**src/rtl/aes_round_sequencer_if.sv**
```systemverilog
// Handshake bundle between the AES round sequencer, the command side and the
// round-key expander / round datapath pair. The slave modport is the
// sequencer itself; the master modport is everything that talks to it.
interface aes_round_sequencer_if;
    logic       start;
    logic       key_rdy;
    logic       round_done;
    logic       encrypt_en;
    logic       key_req;
    logic [3:0] key_sel;
    logic       key_load;
    logic       round_start;
    logic [1:0] round_type;
    logic       busy;
    logic       done;
    logic       key_err;

    modport master (
        output start, key_rdy, round_done,
        input  encrypt_en, key_req, key_sel, key_load, round_start,
               round_type, busy, done, key_err
    );

    modport slave (
        input  start, key_rdy, round_done,
        output encrypt_en, key_req, key_sel, key_load, round_start,
               round_type, busy, done, key_err
    );
endinterface

```
**src/rtl/aes_round_sequencer.sv**
```systemverilog
// Control FSM for one AES-128 block: enables the key expander, fetches round
// keys 0..NUM_ROUNDS one at a time, launches one datapath round per key and
// reports completion or a key-fetch timeout. Every output is a register.
module aes_round_sequencer #(
    parameter int NUM_ROUNDS  = 10,
    parameter int KEY_TIMEOUT = 64
) (
    input  logic                  clk,
    input  logic                  resetn,
    aes_round_sequencer_if.slave  bus
);

    localparam logic [1:0] S_IDLE     = 2'd0;
    localparam logic [1:0] S_REQ      = 2'd1;
    localparam logic [1:0] S_WAIT_RND = 2'd2;
    localparam logic [1:0] S_FIN      = 2'd3;

    localparam logic [1:0] RT_INITIAL = 2'd0;
    localparam logic [1:0] RT_FULL    = 2'd1;
    localparam logic [1:0] RT_FINAL   = 2'd2;

    localparam logic [3:0] LAST_ROUND   = 4'(NUM_ROUNDS);
    localparam logic [6:0] TIMEOUT_LAST = 7'(KEY_TIMEOUT - 1);
    localparam logic [6:0] TIMEOUT_MAX  = 7'(KEY_TIMEOUT);

    logic [1:0] r_state;
    logic [3:0] r_roundCnt;
    logic [6:0] r_waitCnt;
    logic       r_encryptEn;
    logic       r_keyReq;
    logic       r_keyLoad;
    logic       r_roundStart;
    logic [1:0] r_roundType;
    logic       r_busy;
    logic       r_done;
    logic       r_keyErr;

    logic       w_lastRound;
    logic       w_timeout;
    logic [1:0] w_nextType;
    logic [3:0] w_nextCnt;

    // Round-type decode and next-round/timeout conditions for the FSM.
    always_comb begin
        w_lastRound = (r_roundCnt == LAST_ROUND);
        w_timeout   = (r_waitCnt >= TIMEOUT_LAST);
        w_nextCnt   = r_roundCnt + 4'd1;
        w_nextType  = RT_FULL;
        if (r_roundCnt == 4'd0) begin
            w_nextType = RT_INITIAL;
        end else if (w_lastRound) begin
            w_nextType = RT_FINAL;
        end
    end

    // Sequencer FSM; busy and encrypt_en already drop on entry to FIN so they
    // fall together with the done pulse.
    always_ff @(posedge clk or negedge resetn) begin
        if (!resetn) begin
            r_state      <= S_IDLE;
            r_roundCnt   <= 4'd0;
            r_waitCnt    <= 7'd0;
            r_encryptEn  <= 1'b0;
            r_keyReq     <= 1'b0;
            r_keyLoad    <= 1'b0;
            r_roundStart <= 1'b0;
            r_roundType  <= RT_INITIAL;
            r_busy       <= 1'b0;
            r_done       <= 1'b0;
            r_keyErr     <= 1'b0;
        end else begin
            r_keyLoad    <= 1'b0;
            r_roundStart <= 1'b0;
            r_done       <= 1'b0;
            case (r_state)
                S_IDLE: begin
                    if (bus.start) begin
                        r_state     <= S_REQ;
                        r_roundCnt  <= 4'd0;
                        r_waitCnt   <= 7'd0;
                        r_keyErr    <= 1'b0;
                        r_encryptEn <= 1'b1;
                        r_busy      <= 1'b1;
                        r_keyReq    <= 1'b1;
                    end
                end
                S_REQ: begin
                    if (bus.key_rdy) begin
                        // key_req stays high this cycle so the expander
                        // keeps round_key stable while key_load is asserted
                        r_keyLoad    <= 1'b1;
                        r_roundStart <= 1'b1;
                        r_roundType  <= w_nextType;
                        r_state      <= S_WAIT_RND;
                    end else if (w_timeout) begin
                        r_keyErr    <= 1'b1;
                        r_encryptEn <= 1'b0;
                        r_busy      <= 1'b0;
                        r_keyReq    <= 1'b0;
                        r_waitCnt   <= TIMEOUT_MAX;
                        r_state     <= S_IDLE;
                    end else if (r_waitCnt != TIMEOUT_MAX) begin
                        r_waitCnt <= r_waitCnt + 7'd1;
                    end
                end
                S_WAIT_RND: begin
                    if (bus.round_done) begin
                        if (w_lastRound) begin
                            r_keyReq    <= 1'b0;
                            r_done      <= 1'b1;
                            r_busy      <= 1'b0;
                            r_encryptEn <= 1'b0;
                            r_state     <= S_FIN;
                        end else begin
                            r_roundCnt <= w_nextCnt;
                            r_waitCnt  <= 7'd0;
                            r_keyReq   <= 1'b1;
                            r_state    <= S_REQ;
                        end
                    end else begin
                        r_keyReq <= 1'b0;
                    end
                end
                S_FIN: begin
                    r_state <= S_IDLE;
                end
                default: begin
                    r_state <= S_IDLE;
                end
            endcase
        end
    end

    assign bus.encrypt_en  = r_encryptEn;
    assign bus.key_req     = r_keyReq;
    assign bus.key_sel     = r_roundCnt;
    assign bus.key_load    = r_keyLoad;
    assign bus.round_start = r_roundStart;
    assign bus.round_type  = r_roundType;
    assign bus.busy        = r_busy;
    assign bus.done        = r_done;
    assign bus.key_err     = r_keyErr;

endmodule

```
**src/flat_wrapper.sv**
```systemverilog
// flat-port wrapper written by rule: the top's interface ports become plain ports
module aes_round_sequencer_flat 
#(
    parameter int NUM_ROUNDS  = 10,
    parameter int KEY_TIMEOUT = 64
)
  (clk, resetn, bus_start, bus_key_rdy, bus_round_done, bus_encrypt_en, bus_key_req, bus_key_sel, bus_key_load, bus_round_start, bus_round_type, bus_busy, bus_done, bus_key_err);
  aes_round_sequencer_if bus_i ();
  input  logic clk;
  input  logic resetn;
  input wire logic [$bits(bus_i.start)-1:0] bus_start;
  input wire logic [$bits(bus_i.key_rdy)-1:0] bus_key_rdy;
  input wire logic [$bits(bus_i.round_done)-1:0] bus_round_done;
  output wire logic [$bits(bus_i.encrypt_en)-1:0] bus_encrypt_en;
  output wire logic [$bits(bus_i.key_req)-1:0] bus_key_req;
  output wire logic [$bits(bus_i.key_sel)-1:0] bus_key_sel;
  output wire logic [$bits(bus_i.key_load)-1:0] bus_key_load;
  output wire logic [$bits(bus_i.round_start)-1:0] bus_round_start;
  output wire logic [$bits(bus_i.round_type)-1:0] bus_round_type;
  output wire logic [$bits(bus_i.busy)-1:0] bus_busy;
  output wire logic [$bits(bus_i.done)-1:0] bus_done;
  output wire logic [$bits(bus_i.key_err)-1:0] bus_key_err;
  assign bus_i.start = bus_start;
  assign bus_i.key_rdy = bus_key_rdy;
  assign bus_i.round_done = bus_round_done;
  assign bus_encrypt_en = bus_i.encrypt_en;
  assign bus_key_req = bus_i.key_req;
  assign bus_key_sel = bus_i.key_sel;
  assign bus_key_load = bus_i.key_load;
  assign bus_round_start = bus_i.round_start;
  assign bus_round_type = bus_i.round_type;
  assign bus_busy = bus_i.busy;
  assign bus_done = bus_i.done;
  assign bus_key_err = bus_i.key_err;
  aes_round_sequencer #(.NUM_ROUNDS(NUM_ROUNDS), .KEY_TIMEOUT(KEY_TIMEOUT)) u_core (.clk(clk), .resetn(resetn), .bus(bus_i));
endmodule
```
**config.mk**
```make
export PLATFORM = sky130hd
export DESIGN_NAME = aes_round_sequencer_flat
export DESIGN_NICKNAME = d
export VERILOG_FILES = /design/src/rtl/aes_round_sequencer_if.sv /design/src/rtl/aes_round_sequencer.sv /design/src/flat_wrapper.sv
export SDC_FILE = /design/constraint.sdc
export NUM_CORES = 1
export LEC_CHECK = 0
export CAP_MARGIN = 20
export CORE_UTILIZATION = 55
export DETAILED_ROUTE_END_ITERATION = 12
export PLACE_DENSITY_LB_ADDON = 0.12
export RECOVER_POWER = 25
export SLEW_MARGIN = 20
export SYNTH_ARGS = -nofsm -noshare
export SYNTH_HDL_FRONTEND = slang
export SYNTH_SLANG_ARGS = --single-unit
export TNS_END_PERCENT = 50
```
**constraint.sdc**
```tcl
create_clock -name clk -period 2.95 [get_ports clk]
set_input_delay 0.7375 -clock clk [delete_from_list [all_inputs] [get_ports clk]]
set_output_delay 0.7375 -clock clk [all_outputs]
set_load 0.1 [all_outputs]
```
### Yosys cells after proc, flatten, opt, wreduce, memory -nomap -nowiden

Cells that the tools add are included.

| storage, ports and cells | value |
|---|---|
| register bits after elaboration | 20 |
| input bits | 5 |
| logic and storage cells | 74 |

| operators by class | value |
|---|---|
| $add $sub $neg | 2 |
| $lt $le $gt $ge | 1 |
| equal/unequal tests | 13 |
| muxes and demuxes | 37 |
| reduce and logical (&&, ||, !) cells | 12 |

Operators with widths:

| operator | number |
|---|---|
| two-way mux 7 bit | 6 |
| case mux 7 bit (3 select lines) | 1 |
| two-way mux 1 bit | 15 |
| two-way mux 2 bit | 7 |
| two-way mux 4 bit | 3 |
| AND reduction 4 bit | 3 |
| AND reduction 6 bit | 2 |
| != test 2 bit, second input constant | 4 |
| case mux 2 bit (4 select lines) | 1 |
| case mux 4 bit (2 select lines) | 1 |
| adder 7 x 1 -> 7 bit, second input constant | 1 |
| greater-or-equal comparator 7 x 6 -> 1 bit, second input constant | 1 |
| != test 7 bit, second input constant | 1 |
| case mux 1 bit (3 select lines) | 2 |
| adder 4 x 1 -> 4 bit, second input constant | 1 |
| equality test 2 bit, second input constant | 2 |
| equality test 4 bit, second input constant | 1 |
| logical NOT 4 bit | 1 |
| != test 2 x 1 -> 1 bit, second input constant | 2 |
| nonzero test 2 bit | 2 |
| != test 3 x 1 -> 1 bit, second input constant | 1 |
| != test 3 x 2 -> 1 bit, second input constant | 1 |
| AND reduction 3 bit | 1 |
| nonzero test 3 bit | 1 |
| other kinds (4) | 4 |

### Depth between registers and ports, before layout

| logic depth | value |
|---|---|
| depth after elaboration | 5 |
| gate-level depth with buffers | 6 |
| mapped depth without buffers | 6 |

### Least setup slack after synthesis

Ideal clock, no wire load.

| timing | value |
|---|---|
| path type | register to register |
| start | register u_core.r_roundCnt[0], in the netlist u_core.bus.key_sel[0] |
| end | register u_core.r_waitCnt[2] |
| arrival time | 2.117 ns |
| data required time | 2.829 ns |
| setup slack | 0.712 ns |
| stages on the path, launching flop included | 7 |
| buffers on the path | 0 |
| period minus slack after synthesis | 2.238 ns |
| cells stage by stage | dfrtp_1 inv_1 ha_1 nand4b_1 and4_1 o21ai_0 a22o_1 |

| between the ends | value |
|---|---|
| cells in the longest elaborated chain, start to end | 3 |

Ends and longest elaborated chain:

| what | line | source |
|---|---|---|
| start: declaration | aes_round_sequencer.sv:27 | `logic [3:0] r_roundCnt;` |
| start signal: assignment | aes_round_sequencer.sv:115 | `r_roundCnt <= w_nextCnt;` |
| equality test 4 bit | aes_round_sequencer.sv:45 | `w_lastRound = (r_roundCnt == LAST_ROUND);` |
| != test 2 bit (no source line) | n/a |  |
| AND reduction 6 bit (no source line) | n/a |  |
| end signal: assignment | aes_round_sequencer.sv:103 | `r_waitCnt <= r_waitCnt + 7'd1;` |
| end: declaration | aes_round_sequencer.sv:28 | `logic [6:0] r_waitCnt;` |

Every way passes these cells.
A chain may end at the register's enable or synchronous reset.

### Worst setup path after layout

| timing | value |
|---|---|
| start | input port bus_key_rdy |
| end | register u_core.r_waitCnt[2] |

| between the ends | value |
|---|---|
| cells in the longest elaborated chain, start to end | 2 |

Ends and longest elaborated chain:

| what | line | source |
|---|---|---|
| start: declaration | flat_wrapper.sv:12 | `input wire logic [$bits(bus_i.key_rdy)-1:0] bus_key_rdy;` |
| != test 2 bit (no source line) | n/a |  |
| AND reduction 6 bit (no source line) | n/a |  |

Every way passes these cells.

==> insert_results.sql <==
INSERT INTO impl_metrics (metric_group, metric, value, unit) VALUES
('power_and_ir_drop', 'share_comb_of_total_power', '0.590', ''),
('flow_run', 'max_cap_viol_count', '0', ''),
('synthesis', 'synth.area.top_cells', 'sky130_fd_sc_hd__dfrtp_1, sky130_fd_sc_hd__ha_1, sky130_fd_sc_hd__a22o_1, sky130_fd_sc_hd__o21ai_0, sky130_fd_sc_hd__inv_1', ''),
('power_and_ir_drop', 'pwr_density_cell', '961', 'nW/um^2'),
('routing', 'avgRoutedWirePerCell', '14.1', 'um'),
('clocking', 'path_clk_slew', '120', 'ps'),
('power_and_ir_drop', 'static-leakage-power', '0.665', 'nW'),
('power_and_ir_drop', 'sw_power', '0.708', 'mW'),
('critical_path', 'timing.reg2reg.setup_slack', '1010', 'ps'),
('final_layout', 'regArea', '500', 'um^2'),
('critical_path', 'worst-endpoint-required', '3140', 'ps'),
('synthesis', 'synth_area', '1180', 'um^2'),
('critical_path', 'worstSetupStartpoint', 'bus_key_rdy', ''),
('synthesis', 'most_used_standard_cell_by_instance_count_after_synthesis', 'sky130_fd_sc_hd__dfrtp_1', ''),
('synthesis', 'yosysSeqAreaShare', '0.423', ''),
('routing', 'via_count_of_the_routed_design', '956', ''),
('grt', 'initial_antenna_violation_count', '0', ''),
('synthesis', 'synth_top_area_share', '0.423', ''),
('synthesis', 'synthDistinctLibCells', '35', ''),
('critical_path', 'rr_worst_depth', '6', ''),
('timing', 'maxClockFrequency', '0.499', 'GHz'),
('critical_path', 'worstSetupEndpointType', 'register', ''),
('synthesis', 'post_synth_most_frequent_cells', 'sky130_fd_sc_hd__dfrtp_1, sky130_fd_sc_hd__ha_1, sky130_fd_sc_hd__inv_1, sky130_fd_sc_hd__o21ai_0', ''),
('final_layout', 'drive_above_1_share', '0.164', ''),
('critical_path', 'r2r-end', 'u_core.r_waitCnt[5]', ''),
('routing', 'wl', '2.36', 'mm'),
('min_path', 'hold_path_depth', '2', ''),
('die', 'chipHeight', '48.4', 'um'),
('clocking', 'cts_tree', 'done', ''),
('final_layout', 'fill_cells', '166', ''),
('placed_design', 'place_congestion', '0.867', ''),
('clocking', 'post_cts_gate_resize_count', '0', ''),
('clocking', 'cts-buffers-inserted', '3', ''),
('final_layout', 'area_growth', '16.3', '%'),
('power_and_ir_drop', 'clock_share_of_power', '0.120', ''),
('clocking', 'clkLatencyLatePin', '300', 'ps'),
('final_layout', 'multi_input_comb_area', '627', 'um^2'),
('die', 'die-width', '48.4', 'um'),
('clocking', 'cts_htree_levels', '1', ''),
('power_and_ir_drop', 'power.share.sequential', '0.290', ''),
('clocking', 'cts_max_path_buffers', '2', ''),
('final_layout', 'number_of_diodes_added_for_antenna_fixing', '0', ''),
('synthesis', 'synth-edff-count', '0', ''),
('min_path', 'hp-class', 'reg -> reg', ''),
('die', 'dieArea', '2340', 'um^2'),
('placed_design', 'port_bufs', '17', ''),
('placed_design', 'sum_of_net_half_perimeters_after_detailed_placement', '1.79', 'mm'),
('power_and_ir_drop', 'cell_internal_pwr', '0.614', 'mW'),
('routing', 'avgViaCountPerCell', '5.72', ''),
('critical_path', 'timing.rr.start', 'u_core.r_state[0]', ''),
('routing', 'drt-pass1-iter-count', '4', ''),
('timing', 'finalWorstPathRequiredPeriod', '2000', 'ps'),
('clocking', 'clock_sinks', '20', ''),
('power_and_ir_drop', 'total_power', '1.32', 'mW'),
('timing', 'tightestPinTransition', '1040', 'ps'),
('grt', 'grt_remaining_overflow', '0', ''),
('min_path', 'hold_path_startpoint', 'u_core.bus.round_type[1]', ''),
('status', 'run_status', 'finished, final reports clean', ''),
('die', 'num_io_pins', '18', ''),
('clocking', 'hold_buffers', '0', ''),
('timing', 'fin_setup_tns', '0', 'ps'),
('min_path', 'hold-path-endpoint', 'u_core.bus.round_type[1]', ''),
('synthesis', 'avgSynthCellArea', '9.78', 'um^2'),
('final_layout', 'number_of_nets_at_the_end_of_the_flow', '156', ''),
('critical_path', 'worst-endpoint-arrival', '2190', 'ps'),
('routing', 'detail_route.iter0.violations', '36', ''),
('die', 'placement_rows', '16', ''),
('die', 'floorplan.initialDensity', '0.591', ''),
('timing', 'timing.final.setup_violations', '0', ''),
('timing', 'final_clock_skew', '10.7', 'ps'),
('die', 'core_region_area', '2000', 'um^2');
-- stage by stage --
step | setup WS, ps | cell area (um^2) | cells | hold slack, ps | utilization
3_3_place_gp | 725 | 1340 | 163 | 464 | 0.671
3_5_place_dp | 669 | 1340 | 163 | 485 | 0.671
5_1_grt | 829 | 1380 | 167 | 551 | 0.688
4_1_cts | 989 | 1380 | 167 | 512 | 0.689
2_1_floorplan | 712 | 1180 | 121 | 442 | -
6_report | 947 | 1380 | 167 | 512 | 0.688
-- area by class of cell --
type                    count  area share
multi-input cells          88       0.455
flip-flops and latches     20       0.364
repair buffers             18       0.103
inverters                  10      0.0273
clock buffers               4      0.0264
well taps                  27      0.0245
-- worst max-delay path by stage --
stage                                     end  slack (ps)  cells past startpoint
final                     u_core.r_waitCnt[2]         950                      5
after global placement    u_core.r_waitCnt[2]         730                      5
after detailed placement  u_core.r_waitCnt[2]         670                      5
after floorplan           u_core.r_waitCnt[2]         710                      6
after CTS                 u_core.r_waitCnt[2]         990                      5
after global routing      u_core.r_waitCnt[5]         830                      6
-- registers in the layout (all words and copies together) (netlist names) --
register               cells
u_core.bus.round_type      2
u_core.bus.key_err         1
u_core.bus.key_req         1
u_core.bus.done            1
u_core.bus.key_load        1
u_core.bus.key_sel         4
u_core.bus.busy            1
u_core.r_waitCnt           7
u_core.r_state             2
-- cells by family (layout without fill, tap and decap cells) --
logic type / count (synthesis) / after routing / synth area share
AOI/OAI and AO/OA: 34 / 34 / 0.199
adders and majority gates: 10 / 10 / 0.106
muxes: 4 / 4 / 0.0381
DFF: 20 / 20 / 0.423
buffers and inverters: 13 / 32 / 0.0476
and+or+nand+nor: 40 / 40 / 0.187
-- routing by layer --
metal  share of wire  up-vias  wire length (um)  global-route usage
li1                -      468                 -                   -
met2            0.47       30              1100               0.352
met4          0.0059        0                14              0.0931
met3           0.045        2               106              0.0377
met1            0.48      456              1140               0.309
met5               0        -                 0                   0
-- layout by cell type, fill, tap and decap left out, types with 2 or more instances in the layout --
master / netlist / routed
sky130_fd_sc_hd__a21oi_1: 6 / 6
sky130_fd_sc_hd__a22o_1: 6 / 6
sky130_fd_sc_hd__a31oi_1: 2 / 2
sky130_fd_sc_hd__a41oi_1: 3 / 3
sky130_fd_sc_hd__and3_1: 2 / 2
sky130_fd_sc_hd__buf_4: 2 / 13
sky130_fd_sc_hd__clkbuf_4: 0 / 3
sky130_fd_sc_hd__clkdlybuf4s50_1: 0 / 3
sky130_fd_sc_hd__dfrtp_1: 20 / 20
sky130_fd_sc_hd__ha_1: 10 / 10
sky130_fd_sc_hd__inv_1: 10 / 10
sky130_fd_sc_hd__mux2i_1: 3 / 3
sky130_fd_sc_hd__nand2_1: 8 / 8
sky130_fd_sc_hd__nand2b_1: 5 / 5
sky130_fd_sc_hd__nand3_1: 3 / 3
sky130_fd_sc_hd__nand4_1: 2 / 2
sky130_fd_sc_hd__nor2_1: 8 / 8
sky130_fd_sc_hd__nor2b_1: 4 / 4
sky130_fd_sc_hd__o21ai_0: 9 / 9
-- power by group through the flow --
| stage | combinational (mW) | clock [mW] | sequential (mW) |
|---|---|---|---|
| final | 0.781 | 0.158 | 0.384 |
| after global routing | 0.829 | 0.173 | 0.393 |
| after CTS | 0.780 | 0.163 | 0.384 |
| after detailed placement | 0.778 | 0 | 0.389 |
| after global placement | 0.767 | 0 | 0.383 |
| after floorplan | 0.423 | 0 | 0.593 |
-- worst max-delay path, stage by stage --
cell and delay, ps:
sky130_fd_sc_hd__clkdlybuf4s50_1 490, sky130_fd_sc_hd__a21oi_2 260, sky130_fd_sc_hd__and4_1 340, sky130_fd_sc_hd__o21ai_0 120, sky130_fd_sc_hd__a22o_1 240
Power figures use the tool's default switching activity.
==> patch (same flow settings) <==
Reset style: synchronous (`resetn`), changed in one clocked block.
--- a/src/rtl/aes_round_sequencer.sv
+++ b/src/rtl/aes_round_sequencer.sv
@@ -55,7 +55,7 @@
 
     // Sequencer FSM; busy and encrypt_en already drop on entry to FIN so they
     // fall together with the done pulse.
-    always_ff @(posedge clk or negedge resetn) begin
+    always_ff @(posedge clk) begin
         if (!resetn) begin
             r_state      <= S_IDLE;
             r_roundCnt   <= 4'd0;
Formal check against the unedited RTL: differs if resetn is asserted again (counterexample within 4 cycles, from zero or initial values and one cycle with resetn low); with resetn held inactive, the same outputs for 10 cycles.
==> patch against the unedited design <==
  * Utilization shrank 1.2 points
  * Final area is 1.2% higher
  * Sequential cell count is the same
  * Non-clock buffer count is 1 lower
  * Count of clock-buffer cells in the layout did not move
  * Critical path type is now flop to output port
  * Die area up 6.0%
  * Routed wire length fell by 2.5%
  * Synthesized area increased by 6.2%
  * Setup slack worse by 0.24 ns
  * Highest routed layer unchanged
  * Critical path depth is 4 lower
  * Global-route usage is 1.1 points lower
  * First-iteration DRC count decreased by 58%
Power is not compared: it rests on default switching activity, and its combinational part moved more than twofold at a synthesized area within 25%.
==> patch: results (changes against the unedited design) <==
Setup path
  • Critical-path maximum fanout: 2 (-4)
  • R2R setup slack: 1.13 ns (+0.12 ns)
  • Crit-path max cell delay: 0.86 ns (+0.37 ns)
  • Worst EP arrival: 1.50 ns (-0.69 ns)
  • CP max stage cell: clkbuf_1
  • Delay-heaviest family, CP: buffers and inverters

Clock tree
  • Clk Latency, worst-skew pair: 0.30 ns (about the same)
  • CTS root buf: clkbuf_4
  • Setup Fix Bufs, Post-CTS: 0 (unchanged)
  • Inserted Clock Buffers: 3 (unchanged)
  • Clock buffer depth: 2 (unchanged)
  • Gates resized, CTS repair: 0 (unchanged)
  • H-tree lvl count: 1 (unchanged)
  • Worst-path clk slew: 0.12 ns (about the same)

Worst hold path
  • Worst Hold Class: flop to flop

Cells and area
  • Layout fillers: 180 (+8.4%)
  • Finished Layout Cells: 172 (+3.0%)
  • Share of cells above drive strength 1: 0.207 (+0.0426)
  • Max reg flops: 7 (unchanged)
  • Nets: 160 (+2.6%)
  • Ant. Diodes: 0 (unchanged)
  • Biggest register: u_core.r_waitCnt

Status
  • Status: finished clean

Global route
  • Largest net degree at the start of global routing: 19 (-9.5%)
  • First-pass GRT wire length: 4.09 mm (-1.0%)
  • Total GRT Usage: 0.213 (-0.0112)
  • Vias in the first global route: 922 (-2.1%)
  • Antenna violations before repair: 0 (unchanged)

Logic synthesis
  • Syn Nets: 144 (+5.9%)
  • Ys async rst share: 0 (-1.00)
  • Synth cell count leaders: dfxtp_1 (20), nand2_1 (12), ha_1 (9), inv_1 (9)
  • Yosys cell types: 46 (+31%)
  • Sequential area share after synthesis: 0.318 (-0.104)
  • Top post-synthesis cells by area: dfxtp_1 (32%), ha_1 (9.0%), mux2i_1 (4.8%)
  • Synth Instances: 130 (+7.4%)
  • YS warnings: 0 (unchanged)

STA
  • Slew Limit Headroom: 0.228 (-0.0758)
  • Clock Skew: 0.00719 ns (-0.00356 ns)
  • Hold WS: 0.467 ns (-0.0452 ns)

Detailed routing
  • Iter 0 DRT Violations: 15 (-58%)
  • Drt first pass iters: 4 (unchanged)
  • Via/cell ratio: 5.73 (about the same)
  • Drt wl/cell: 13.4 µm (-5.3%)

Power
  • Leakage power: 0.572 nW
  • Internal: 477 µW
  • Maximum VDD drop: 449 µV

Placement
  • HPWL after DPL: 1.75 mm (-2.2%)
  • GPL Wtd Cong: 0.883 (+1.9%)
  • Count of input and output buffers: 17 (unchanged)
==> patch: final timing paths <==
check / startpoint / endpoint / cells past startpoint
min reg2reg: u_core.r_waitCnt[5]$_SDFFE_PN0P_ / u_core.r_waitCnt[5]$_SDFFE_PN0P_ / 2
min: u_core.r_waitCnt[5]$_SDFFE_PN0P_ / u_core.r_waitCnt[5]$_SDFFE_PN0P_ / 2
max reg2reg: u_core.r_state[0]$_SDFFE_PN0P_ / u_core.r_waitCnt[4]$_SDFFE_PN0P_ / 6
max: u_core.bus.key_err$_SDFFE_PN0P_ / bus_key_err / 1
==> patch: cell families (layout without fill, tap and decap cells) <==
| logic type | Yosys count | count (layout) | synth area share |
|---|---|---|---|
| AND/OR/NAND/NOR | 48 | 48 | 0.266 |
| AO/OA/AOI/OAI | 30 | 30 | 0.195 |
| flip-flops | 20 | 20 | 0.318 |
| buffers and inverters | 15 | 30 | 0.0696 |
| adder cells (fa/ha/maj) | 9 | 9 | 0.0896 |
| multiplexers | 6 | 6 | 0.0478 |
| XOR/XNOR | 2 | 2 | 0.0139 |
==> patch: final cells by class <==
type | instances | area share
multi-input cells | 95 | 0.553
flip-flops and latches | 20 | 0.288
repair buffers | 17 | 0.0854
clock buffers | 4 | 0.0261
inverters | 9 | 0.0243
well taps | 27 | 0.0243
==> patch: layer usage <==
metal,up-vias,wire length [µm],track usage
met5,-,0,0
met4,0,54,0.100
met3,6,73,0.0340
met2,18,1070,0.351
met1,467,1100,0.268
li1,494,-,-
==> patch: power by group through the flow <==
stage | Clock [mW] | Sequential (mW) | Combinational, mW
after floorplan | 0 | 0.409 | 0.235
final | 0.159 | 0.314 | 0.382
after CTS | 0.165 | 0.313 | 0.384
after global placement | 0 | 0.317 | 0.377
after detailed placement | 0 | 0.319 | 0.382
after global routing | 0.176 | 0.317 | 0.406
==> patch: through the flow <==
stage / instance area (µm²) / setup WS (ns)
after floorplan: 1260 / 0.528
final: 1390 / 0.710
after global placement: 1380 / 0.618
after global routing: 1390 / 0.653
after CTS: 1410 / 0.904
after detailed placement: 1380 / 0.574
